<file path="config.mk">
export PLATFORM = sky130hd
export DESIGN_NAME = mccu_fsm
export DESIGN_NICKNAME = d
export VERILOG_FILES = /design/src/rtl/mccu_fsm.sv
export SDC_FILE = /design/constraint.sdc
export NUM_CORES = 1
export LEC_CHECK = 0
export ABC_AREA = 1
export CELL_PAD_IN_SITES_DETAIL_PLACEMENT = 1
export CELL_PAD_IN_SITES_GLOBAL_PLACEMENT = 1
export CORE_ASPECT_RATIO = 0.75
export CORE_MARGIN = 5
export CORE_UTILIZATION = 25
export DETAILED_ROUTE_END_ITERATION = 16
export PLACE_DENSITY = 0.87
export SYNTH_ARGS = -nofsm -noshare
export SYNTH_HDL_FRONTEND = slang
export SYNTH_SLANG_ARGS = --single-unit
</file>
<file path="constraint.sdc">
create_clock -name clk -period 1.25 [get_ports clk]
set_input_delay 0.125 -clock clk [delete_from_list [all_inputs] [get_ports clk]]
set_output_delay 0.125 -clock clk [all_outputs]
set_load 0.02 [all_outputs]
</file>
<file path="src/rtl/mccu_fsm.sv">
// Multicycle MIPS control unit: IF/ID/EXE/MEM/WB sequencer sharing one memory port.
// Optional MCCU_PERF_EN macro adds retired-instruction and cycle counters.
module mccu_fsm #(
  parameter int ALUC_W = 4,
  parameter int CNT_W  = 32
) (
  input  logic              clk,
  input  logic              resetn,
  input  logic [5:0]        op,
  input  logic [5:0]        func,
  input  logic              z,
  input  logic              mem_rdy,
  output logic              mem_req,
  output logic              iord,
  output logic              wir,
  output logic              wpc,
  output logic [1:0]        pcsource,
  output logic              wreg,
  output logic              regrt,
  output logic              jal,
  output logic              m2reg,
  output logic              wmem,
  output logic              alusrca,
  output logic [1:0]        alusrcb,
  output logic              shift,
  output logic              sext,
  output logic [ALUC_W-1:0] aluc,
  output logic              illegal,
  output logic [2:0]        state
`ifdef MCCU_PERF_EN
  ,
  output logic [CNT_W-1:0]  instret,
  output logic [CNT_W-1:0]  cycles
`endif
);

  localparam logic [2:0] S_RST = 3'd0;
  localparam logic [2:0] S_IF  = 3'd1;
  localparam logic [2:0] S_ID  = 3'd2;
  localparam logic [2:0] S_EXE = 3'd3;
  localparam logic [2:0] S_MEM = 3'd4;
  localparam logic [2:0] S_WB  = 3'd5;

  if (ALUC_W < 4) begin : g_aluc_w_check
    $error("mccu_fsm: ALUC_W must be at least 4");
  end
  if (CNT_W < 1) begin : g_cnt_w_check
    $error("mccu_fsm: CNT_W must be at least 1");
  end

  logic [2:0] state_reg, state_next;
  logic       r_alu, r_shift, is_jr, i_alu, is_lw, is_sw, is_beq, is_bne, is_j, is_jal, legal;
  logic       sext_dec;
  logic [3:0] aluc_dec, aluc_val;

  // Instruction decode; aluc_dec is the ALU op used in EXE for ALU-class instructions.
  always_comb begin
    r_alu = 1'b0; r_shift = 1'b0; is_jr = 1'b0; i_alu = 1'b0;
    is_lw = 1'b0; is_sw = 1'b0; is_beq = 1'b0; is_bne = 1'b0;
    is_j = 1'b0; is_jal = 1'b0; legal = 1'b1; aluc_dec = 4'b0000;
    case (op)
      6'b000000: begin
        case (func)
          6'b100000: begin r_alu = 1'b1; aluc_dec = 4'b0000; end
          6'b100010: begin r_alu = 1'b1; aluc_dec = 4'b0100; end
          6'b100100: begin r_alu = 1'b1; aluc_dec = 4'b0001; end
          6'b100101: begin r_alu = 1'b1; aluc_dec = 4'b0101; end
          6'b100110: begin r_alu = 1'b1; aluc_dec = 4'b0010; end
          6'b100111: begin r_alu = 1'b1; aluc_dec = 4'b1101; end
          6'b101010: begin r_alu = 1'b1; aluc_dec = 4'b1000; end
          6'b000000: begin r_alu = 1'b1; r_shift = 1'b1; aluc_dec = 4'b0011; end
          6'b000010: begin r_alu = 1'b1; r_shift = 1'b1; aluc_dec = 4'b0111; end
          6'b000011: begin r_alu = 1'b1; r_shift = 1'b1; aluc_dec = 4'b1111; end
          6'b001000: is_jr = 1'b1;
          default:   legal = 1'b0;
        endcase
      end
      6'b001000: begin i_alu = 1'b1; aluc_dec = 4'b0000; end
      6'b001100: begin i_alu = 1'b1; aluc_dec = 4'b0001; end
      6'b001101: begin i_alu = 1'b1; aluc_dec = 4'b0101; end
      6'b001110: begin i_alu = 1'b1; aluc_dec = 4'b0010; end
      6'b001111: begin i_alu = 1'b1; aluc_dec = 4'b0110; end
      6'b100011: is_lw  = 1'b1;
      6'b101011: is_sw  = 1'b1;
      6'b000100: is_beq = 1'b1;
      6'b000101: is_bne = 1'b1;
      6'b000010: is_j   = 1'b1;
      6'b000011: is_jal = 1'b1;
      default:   legal  = 1'b0;
    endcase
  end

  assign sext_dec = (op == 6'b001000) | is_lw | is_sw | is_beq | is_bne;

  always_ff @(posedge clk or negedge resetn) begin
    if (!resetn) state_reg <= S_RST;
    else         state_reg <= state_next;
  end

  always_comb begin
    state_next = S_RST;
    case (state_reg)
      S_RST: state_next = S_IF;
      S_IF:  state_next = mem_rdy ? S_ID : S_IF;
      S_ID:  state_next = (!legal || is_j || is_jal || is_jr) ? S_IF : S_EXE;
      S_EXE: state_next = (is_lw || is_sw) ? S_MEM : ((is_beq || is_bne) ? S_IF : S_WB);
      S_MEM: state_next = !mem_rdy ? S_MEM : (is_sw ? S_IF : S_WB);
      S_WB:  state_next = S_IF;
      default: state_next = S_RST;
    endcase
  end

  // Moore outputs from state and decoded instruction; only mem_rdy/z act within a state.
  always_comb begin
    mem_req = 1'b0; iord = 1'b0; wir = 1'b0; wpc = 1'b0; pcsource = 2'b00;
    wreg = 1'b0; regrt = 1'b0; jal = 1'b0; m2reg = 1'b0; wmem = 1'b0;
    alusrca = 1'b0; alusrcb = 2'b00; shift = 1'b0; sext = 1'b0;
    aluc_val = 4'b0000; illegal = 1'b0;
    case (state_reg)
      S_IF: begin
        mem_req = 1'b1;
        alusrcb = 2'b01;
        wir     = mem_rdy;
        wpc     = mem_rdy;
      end
      S_ID: begin
        alusrcb = 2'b11;
        sext    = sext_dec;
        if (!legal) begin
          illegal = 1'b1;
        end else if (is_j || is_jal) begin
          wpc = 1'b1; pcsource = 2'b11; wreg = is_jal; jal = is_jal;
        end else if (is_jr) begin
          wpc = 1'b1; pcsource = 2'b10;
        end
      end
      S_EXE: begin
        alusrca = 1'b1;
        if (is_lw || is_sw) begin
          alusrcb = 2'b10; sext = 1'b1; aluc_val = 4'b0000;
        end else if (is_beq || is_bne) begin
          alusrcb = 2'b00; aluc_val = 4'b0010; sext = 1'b1; pcsource = 2'b01;
          wpc = (is_beq & z) | (is_bne & ~z);
        end else if (r_alu) begin
          alusrcb = 2'b00; shift = r_shift; aluc_val = aluc_dec;
        end else begin
          alusrcb = 2'b10; sext = sext_dec; aluc_val = aluc_dec;
        end
      end
      S_MEM: begin
        mem_req = 1'b1; iord = 1'b1; wmem = is_sw;
      end
      S_WB: begin
        wreg = 1'b1; regrt = i_alu | is_lw; m2reg = is_lw;
      end
      default: ;
    endcase
  end

  assign aluc  = ALUC_W'(aluc_val);
  assign state = state_reg;

`ifdef MCCU_PERF_EN
  logic [CNT_W-1:0] instret_reg, cycles_reg;

  always_ff @(posedge clk or negedge resetn) begin
    if (!resetn) begin
      instret_reg <= '0;
      cycles_reg  <= '0;
    end else begin
      if (state_reg != S_RST) cycles_reg <= cycles_reg + CNT_W'(1);
      if (state_next == S_IF && state_reg >= S_ID && state_reg <= S_WB)
        instret_reg <= instret_reg + CNT_W'(1);
    end
  end

  assign instret = instret_reg;
  assign cycles  = cycles_reg;
`endif

endmodule
</file>
==> impl_metrics.csv, run 1 <==
group,metric,value,unit
cts,cts_buffers,3,
yosys,synth_compound_area_frac,0.142,
cts,cts-htree-levels,1,
sta,rsz0062_at_grt,"true",
placement,hpwl,3.34,mm
cts,cts_tree,"yes",
routing,drt.antenna.violating_nets,0,
layout,mostFrequentLayoutCells,"42 x buf_4, 24 x nand2_1, 24 x buf_6",
yosys,synth_mux_area_frac,0,
sta,worstMarginPinSlew,0.443,ns
critical_path,critPathKind,"flop to output port",
pwr,p_leak,0.960,nW
cts,clock_sinks,3,
yosys,syn-num-nets,166,
min_path,hp-class,"primary input to asynchronous set/reset pin",
floorplanning,core-area,3000,um^2
global_route,grt_max_degree,8,
yosys,synth-seq-area-share,0.0943,
global_route,grt_pass1_vias,1610,
cts,path_clk_slew,0.03,ns
global_route,grt_pass1_wl,8.53,mm
run_status,outcome,"finished, violations left",
layout,area_growth,148,%
routing,vias,1549,
sta,hold_viol_final,0,
yosys,yosysWarningCount,0,
critical_path,cp_max_fo,3,
layout,largest_register_ffs,3,
routing,wl,7.25,mm
routing,wire_per_inst,26.2,um
floorplanning,fp.dieW,75.1,um
yosys,syn-cell-area,796,um^2
sta,fin_skew,0.00131,ns
critical_path,critical_path_buf_inv_count,3,
sta,setup_ws,-0.418,ns
cts,insertion_delay,0.22,ns
layout,final_common_cell,"buf_4",
floorplanning,dieHeight,58.9,um
cts,cts_root_buf,"clkbuf_8",
critical_path,cp_slowest_cell,"dfrtp_2",
sta,max_freq,600,MHz
layout,fill_cells,359,
layout,final_nets,256,
floorplanning,ios,40,
sta,slew_headroom,0.703,
floorplanning,placementRows,17,
global_route,antenna_found_initial,0,
pwr,irDropWorstVdd,0.000704,V
critical_path,startpoint_type,"flop",
yosys,synth-main-ff-cell,"dfrtp_1",
routing,drc,0,
critical_path,crit_chain,"inv_4 > buf_4 > nor2_1 > nand2_2 > nor3_2 > buf_4",
critical_path,worst_path_most_repeated_cell,"buf_4",
placement,io_buffers,39,
routing,first_pass_iters,4,
layout,antenna_cells,0,
critical_path,crit_family,"simple AND/OR/NAND/NOR gates",
floorplanning,fp.dieArea,4420,um^2
yosys,syn_avg_cell_area,5.31,um^2
yosys,yosys.area_share.simple,0.608,
floorplanning,start_util,0.265,
sta,fin_crit,1.67,ns
layout,utilization,0.657,
yosys,ys_types,22,
yosys,synth_xor_area_frac,0,
sta,final.period_utilization,1.33,
cts,cts_buffer_depth,2,
routing,vias_per_cell,5.59,
placement,gp_congestion,0.858,
routing,first_iter_violations,146,
layout,drive_above_1_share,0.682,
yosys,ys_ff_latch,3,
critical_path,worstPathRequired,1.12,ns
run_status,violations,"negative setup slack",
layout,stdcell_count,277,
yosys,synth_top_family_by_area,"simple AND/OR/NAND/NOR gates",
sta,drv_slew,0,
global_route,overflow,0,
critical_path,critical-path-max-stage-delay,0.40,ns
job,drv_cap,0,
sta,setup_violations,24,
placement,placed_cells,260,
cts,hold_buffers,0,
yosys,synth_fa_ha_area_frac,0,
yosys,synth_edf_count,0,
yosys,synthArstFlopShare,1.00,
critical_path,critPathCaptureType,"output port",
yosys,syn-instance-count,150,
critical_path,ff2ff_setup_slack,-0.14,ns
pwr,totalPowerFinal,0.00299,W
critical_path,arrival,1.54,ns
global_route,grtUsageTotal,0.258,
pwr,powerDensity,1520,nW/um^2
==> through the flow <==
step | setup TNS [ns] | setup slack (ns) | cell area, um^2 | hold slack, ns
floorplan | -0.795 | -0.133 | 900 | -0.171
CTS | -4.65 | -0.291 | 1860 | 0.0970
detailed placement | -18.03 | -1.02 | 1590 | 0.324
global placement | -16.00 | -0.893 | 1590 | 0.312
global route | -8.14 | -0.448 | 1970 | 0.102
finish | -7.04 | -0.418 | 1970 | 0.0923
==> cell families (layout without fill, tap and decap cells) <==
kind of cell / count (synthesis) / count (layout)
simple gates: 96 / 96
buf+inv: 33 / 122
compound gates: 18 / 18
flops: 3 / 3
==> area by class of cell <==
cell class / instances / area, um^2 / area share
multi-input combinational: 114 / 918 / 0.466
timing repair buffer: 85 / 746 / 0.378
inverter: 33 / 136 / 0.0692
sequential: 3 / 78.8 / 0.0400
tap: 38 / 47.5 / 0.0241
clock buffer: 4 / 45.0 / 0.0228
==> path summary, 6_finish.rpt <==
path | depth (start not counted) | to | from
min in group clk | 7 | state[1] | op[4]
worst min register to register | 2 | state[0] | state[2]
worst min-delay path | 1 | state[0] | resetn
worst max register to register | 6 | state[2] | state[0]
max in group asynchronous | 1 | state[2] | resetn
worst max-delay path | 6 | m2reg | state[2]
==> layer usage <==
metal | wire (um) | global-route usage | part of all wire | vias up
li1 | - | - | - | 658
met1 | 2830 | 0.305 | 0.39 | 751
met2 | 3460 | 0.464 | 0.48 | 103
met3 | 533 | 0.0495 | 0.074 | 37
met4 | 420 | 0.0848 | 0.058 | 0
met5 | 0 | 0 | 0 | -
==> power by group <==
part	switching, W	internal, W	total, W	leakage [nW]
logic	0.00135	0.00109	0.00244	0.904
clock network	0.0000682	0.000218	0.000286	0.0228
registers	0.000115	0.000151	0.000266	0.0336
total	0.00153	0.00146	0.00299	0.960
==> Yosys cell counts (2+ instances only) <==
cell	instances	share of area
inv_2	7	0.033
nand2_1	32	0.15
a211oi_1	2	0.019
nand2_2	7	0.055
inv_1	26	0.12
nor2_2	5	0.039
nor3_1	4	0.025
a21oi_1	4	0.025
nor2_1	22	0.10
o21ai_0	4	0.025
nand4_1	3	0.024
dfrtp_1	3	0.094
nand3_2	4	0.050
nor2_4	3	0.042
o21ai_1	4	0.025
nand3_1	14	0.088
==> what timing repair did <==
item	in CTS	in global routing
gates resized for setup	202	32
endpoints found under the setup margin	27	23
buffers inserted	8	6
pin swaps	21	18
(Power assumes the default switching activity.)
==> inputs of run 2 (changes only) <==
--- a/config.mk
+++ b/config.mk
@@ -6,11 +6,9 @@
 export NUM_CORES = 1
 export LEC_CHECK = 0
 export ABC_AREA = 1
-export CELL_PAD_IN_SITES_DETAIL_PLACEMENT = 1
-export CELL_PAD_IN_SITES_GLOBAL_PLACEMENT = 1
 export CORE_ASPECT_RATIO = 0.75
 export CORE_MARGIN = 5
-export CORE_UTILIZATION = 25
+export CORE_UTILIZATION = 40
 export DETAILED_ROUTE_END_ITERATION = 16
 export PLACE_DENSITY = 0.87
 export SYNTH_ARGS = -nofsm -noshare
==> run 2 against run 1 <==
  * The flow still finishes with violations (negative setup slack)
  * Wire length is 24% lower
  * Worst setup slack better by 0.026 ns
  * Clock skew hardly changed
  * Highest routed layer unchanged
  * Clock power is 30% lower
  * Critical path type unchanged
  * Core utilization is 26 points higher
==> impl_metrics.csv, run 2 (synthesized netlist as in run 1, its figures left out) <==
group,metric,value,unit
placement,gp_congestion,0.865,
layout,drive_above_1_share,0.690,
global_route,grtUsageTotal,0.320,
layout,area_growth,125,%
sta,max_freq,609,MHz
layout,final_nets,249,
floorplanning,core-area,1940,um^2
global_route,grt_pass1_wl,7.25,mm
cts,cts_buffers,3,
sta,drv_slew,0,
critical_path,critPathKind,"flop to output port",
cts,hold_buffers,0,
routing,vias_per_cell,6.17,
routing,wl,5.52,mm
cts,cts-htree-levels,1,
layout,mostFrequentLayoutCells,"37 x buf_4, 23 x nand2_1, 21 x buf_6",
layout,fill_cells,72,
layout,fin_area,1790,um^2
cts,clock_sinks,3,
pwr,irDropWorstVdd,0.00151,V
cts,cts_root_buf,"clkbuf_4",
sta,slew_headroom,0.792,
pwr,powerDensity,1390,nW/um^2
critical_path,arrival,1.52,ns
sta,worstMarginPinSlew,0.310,ns
placement,placed_cells,245,
run_status,outcome,"finished, violations left",
sta,setup_violations,24,
global_route,grt_pass1_vias,1466,
placement,dpl_cell_area,1560,um^2
cts,cts_tree,"yes",
sta,setup_ws,-0.392,ns
run_status,violations,"negative setup slack",
routing,first_pass_iters,6,
global_route,overflow,0,
sta,fin_crit,1.64,ns
routing,drt.antenna.violating_nets,0,
sta,hold_slack,0.0613,ns
cts,path_clk_slew,0.04,ns
routing,vias,1579,
floorplanning,ios,40,
routing,drc,0,
global_route,grt_max_degree,8,
sta,hold_viol_final,0,
sta,fin_skew,0.00137,ns
routing,wire_per_inst,21.6,um
sta,final.period_utilization,1.31,
critical_path,critical-path-max-stage-delay,0.43,ns
layout,stdcell_count,256,
placement,io_buffers,39,
routing,first_iter_violations,233,
placement,hpwl,2.70,mm
critical_path,critical_path_buf_inv_count,3,
floorplanning,dieHeight,48.6,um
layout,final_common_cell,"buf_4",
floorplanning,fp.dieW,61.5,um
critical_path,crit_family,"flip-flops",
min_path,hp-class,"primary input to asynchronous set/reset pin",
sta,rsz0062_at_grt,"true",
pwr,totalPowerFinal,0.00249,W
critical_path,startpoint_type,"flop",
floorplanning,placementRows,14,
layout,antenna_cells,0,
sta,setup_tns,-6.35,ns
critical_path,critPathCaptureType,"output port",
job,drv_cap,0,
critical_path,cp_slowest_cell,"dfrtp_2",
critical_path,worstPathRequired,1.12,ns
floorplanning,start_util,0.409,
critical_path,crit_chain,"inv_4 > nand2_4 > nor2_4 > nand2_4 > inv_4 > o211ai_2 > nand3_2 > buf_6",
cts,cts_buffer_depth,2,
pwr,p_leak,0.906,nW
floorplanning,fp.dieArea,2990,um^2
layout,largest_register_ffs,3,
critical_path,cp_max_fo,4,
global_route,antenna_found_initial,0,
cts,insertion_delay,0.26,ns
[run 2: cell types whose count changed in the layout (fill, tap and decap cells not counted), sizes merged]
cell           previous run  this run
buf                      69        61
clkbuf                    7        14
clkdlybuf4s15             5         1
dlygate4sd2               5         3
[run 2: power by group]
| part | internal [W] | leakage (nW) | switching (W) |
|---|---|---|---|
| Sequential | 0.000151 | 0.0336 | 0.0000928 |
| Combinational | 0.000881 | 0.857 | 0.00117 |
| Clock | 0.000121 | 0.0150 | 0.0000776 |
[run 2: layout make-up]
type / count / area (um^2) / area share
Multi-Input combinational cell: 114 / 878 / 0.490
Timing Repair Buffer: 78 / 647 / 0.361
Inverter: 33 / 131 / 0.0733
Sequential cell: 3 / 78.8 / 0.0440
Tap cell: 24 / 30.0 / 0.0168
Clock buffer: 4 / 26.3 / 0.0147
[run 2: worst register-to-register path: stages (launching register included)]
cell and delay, ns:
dfrtp_2 0.40, inv_4 0.05, buf_4 0.14, nor3_4 0.28
buf_6 0.15, o21ai_1 0.07, o21ai_1 0.12
[run 2: through the flow]
step,utilization,worst slack (ns)
6_report,0.921,-0.392
2_1_floorplan,-,-0.133
4_1_cts,0.893,-0.299
3_5_place_dp,0.802,-0.954
3_3_place_gp,0.802,-0.913
5_1_grt,0.921,-0.444
[run 2: worst paths after layout]
check | endpoint | slack [ns] | cells after the start | start
worst max-delay path | wpc | -0.39 | 8 | state[2]
worst min-delay path | state[1] | 0.06 | 1 | resetn
worst max register to register | state[2] | -0.07 | 6 | state[2]
worst min register to register | state[0] | 0.65 | 2 | state[2]
max in group asynchronous | state[0] | 1.02 | 1 | resetn
min in group clk | state[1] | 0.49 | 6 | op[1]
[run 2: routing by layer]
| layer | GRT usage | part of all wire | vias up | wire, um |
|---|---|---|---|---|
| met4 | 0.180 | 0.087 | 0 | 483 |
| met3 | 0.0559 | 0.11 | 61 | 608 |
| met2 | 0.538 | 0.45 | 161 | 2480 |
| met1 | 0.366 | 0.35 | 712 | 1950 |
| li1 | - | - | 645 | - |
| met5 | 0 | 0 | - | 0 |
[run 2: timing repair]
| action | in CTS | in global routing |
|---|---|---|
| endpoints found under the setup margin | 27 | 24 |
| setup buffers | 3 | 4 |
| pin swaps | 15 | 17 |
| resized for setup | 184 | 38 |
| gates cloned | 0 | 0 |
==> inputs of run 3 (changes only) <==
--- a/config.mk
+++ b/config.mk
@@ -8,9 +8,10 @@
 export ABC_AREA = 1
 export CORE_ASPECT_RATIO = 0.75
 export CORE_MARGIN = 5
-export CORE_UTILIZATION = 40
+export CORE_UTILIZATION = 30
 export DETAILED_ROUTE_END_ITERATION = 16
-export PLACE_DENSITY = 0.87
+export GPL_TIMING_DRIVEN = 0
+export PLACE_DENSITY = 0.7
 export SYNTH_ARGS = -nofsm -noshare
 export SYNTH_HDL_FRONTEND = slang
 export SYNTH_SLANG_ARGS = --single-unit
==> run 3 against run 2 <==
  * The run still ends with negative setup slack left
  * Final cell count fell by 4.3%
  * Fmax up 0.55%
  * Count of clock-buffer cells in the layout is the same
  * Clock skew up 0.0011 ns
==> impl_metrics.csv, run 3 (synthesized netlist as in run 1, its figures left out) <==
group,metric,value,unit
run_status,outcome,"finished, violations left",
run_status,violations,"negative setup slack",
floorplanning,core-area,2580,um^2
sta,hold_viol_final,0,
critical_path,crit_path_start,"state[2]",
cts,cts_buffers,3,
critical_path,cp_max_fo,4,
sta,final.period_utilization,1.31,
floorplanning,fp.dieArea,3790,um^2
floorplanning,dieHeight,54.6,um
pwr,power_frac_comb,0.783,
sta,rsz0062_at_grt,"true",
layout,mostFrequentLayoutCells,"30 x nand2_1, 21 x buf_4, 17 x inv_1",
critical_path,r2r-start,"state[2]",
pwr,internal_power,0.000975,W
routing,vias_per_cell,4.81,
sta,fin_crit,1.63,ns
global_route,antenna_found_initial,0,
sta,setup_violations,21,
global_route,grt_max_degree,8,
pwr,pwr-share-seq,0.128,
critical_path,arrival,1.51,ns
layout,area_growth,100,%
cts,clock_sinks,3,
layout,final_nets,226,
global_route,grt_pass1_vias,1063,
layout,final_common_cell,"nand2_1",
placement,io_buffers,39,
pwr,powerDensity,1280,nW/um^2
pwr,p_leak,0.789,nW
sta,fin_skew,0.00242,ns
sta,slew_headroom,0.824,
pwr,switching_share,0.522,
layout,antenna_cells,0,
routing,drc,0,
critical_path,critPathKind,"flop to output port",
cts,cts_root_buf,"clkbuf_4",
layout,drive_above_1_share,0.560,
cts,cts_buffer_depth,2,
layout,fill_cells,226,
cts,insertion_delay,0.23,ns
routing,wl,3.14,mm
routing,dr_wl_met2,1.52,mm
cts,cts-htree-levels,1,
sta,setup_tns,-5.45,ns
pwr,power_switching,0.00106,W
routing,drt.antenna.violating_nets,0,
routing,met3_length,215,um
floorplanning,start_util,0.308,
routing,first_pass_iters,4,
sta,hold_slack,0.0766,ns
global_route,grtUsageTotal,0.158,
pwr,irDropWorstVdd,0.000919,V
sta,drv_slew,0,
sta,worstMarginPinSlew,0.263,ns
critical_path,critPathCaptureType,"output port",
routing,first_iter_violations,73,
floorplanning,ios,40,
pwr,clkPwrFrac,0.088,
global_route,overflow,0,
placement,gp_congestion,0.870,
routing,highest_layer,"met4",
layout,seq_area,78.8,um^2
routing,met1_length,1.37,mm
cts,cts_tree,"yes",
layout,utilization,0.617,
cts,path_clk_slew,0.04,ns
routing,wire_per_inst,12.8,um
sta,max_freq,613,MHz
critical_path,worstPathRequired,1.12,ns
routing,vias,1179,
layout,largest_register_ffs,3,
layout,multiInputGateArea,815,um^2
sta,setup_ws,-0.383,ns
floorplanning,fp.dieW,69.5,um
min_path,hp-class,"primary input to asynchronous set/reset pin",
floorplanning,placementRows,16,
global_route,grt_pass1_wl,4.84,mm
job,drv_cap,0,
critical_path,startpoint_type,"flop",
placement,hpwl,2.17,mm
## run 3: timing repair
| action | CTS | global route |
|---|---|---|
| gates cloned | 0 | 0 |
| pin swaps | 16 | 4 |
| hold buffers | 0 | 0 |
| gates resized for setup | 163 | 20 |
| setup buffers | 11 | 5 |
| setup endpoints to repair | 25 | 24 |
## run 3: power by group through the flow
stage               logic [W]  registers (W)  clock network (W)
floorplan            0.000687       0.000293                  0
global placement      0.00124       0.000254                  0
detailed placement    0.00125       0.000256                  0
CTS                   0.00141       0.000262           0.000183
global route          0.00172       0.000270           0.000189
finish                0.00160       0.000262           0.000180
## run 3: per-stage QoR
step / worst slack (ns) / cell area (um^2) / power, W / instances
finish: -0.383 / 1590 / 0.00204 / 245
global placement: -0.920 / 1340 / 0.00149 / 225
detailed placement: -0.963 / 1340 / 0.00150 / 225
global route: -0.429 / 1590 / 0.00217 / 245
CTS: -0.351 / 1530 / 0.00185 / 240
floorplan: -0.133 / 900 / 0.000980 / 150
## run 3: cell type report
type / instances / area share
multi-input cells: 114 / 0.511
inverters: 33 / 0.0848
repair buffers: 55 / 0.310
flip-flops and latches: 3 / 0.0495
clock buffers: 4 / 0.0165
well taps: 36 / 0.0283
## run 3: worst max-delay path: stages, from the launching register on
cell	delay, ns
dfrtp_2	0.42
inv_4	0.09
nand2_8	0.06
nor2_4	0.17
clkinvlp_4	0.23
a21oi_4	0.17
buf_6	0.13
## run 3: final timing paths
kind	depth (start not counted)	slack [ns]	to
min reg2reg	1	0.63	state[0]
max reg2reg	5	0.04	state[2]
max	6	-0.38	aluc[2]
max in group asynchronous	1	1.01	state[0]
min	1	0.08	state[2]
min in group clk	6	0.50	state[2]
## run 3: layer usage
layer	up-vias	track usage
met5	-	0
met1	527	0.201
met3	4	0.0220
met4	0	0.0390
met2	49	0.288
li1	599	-
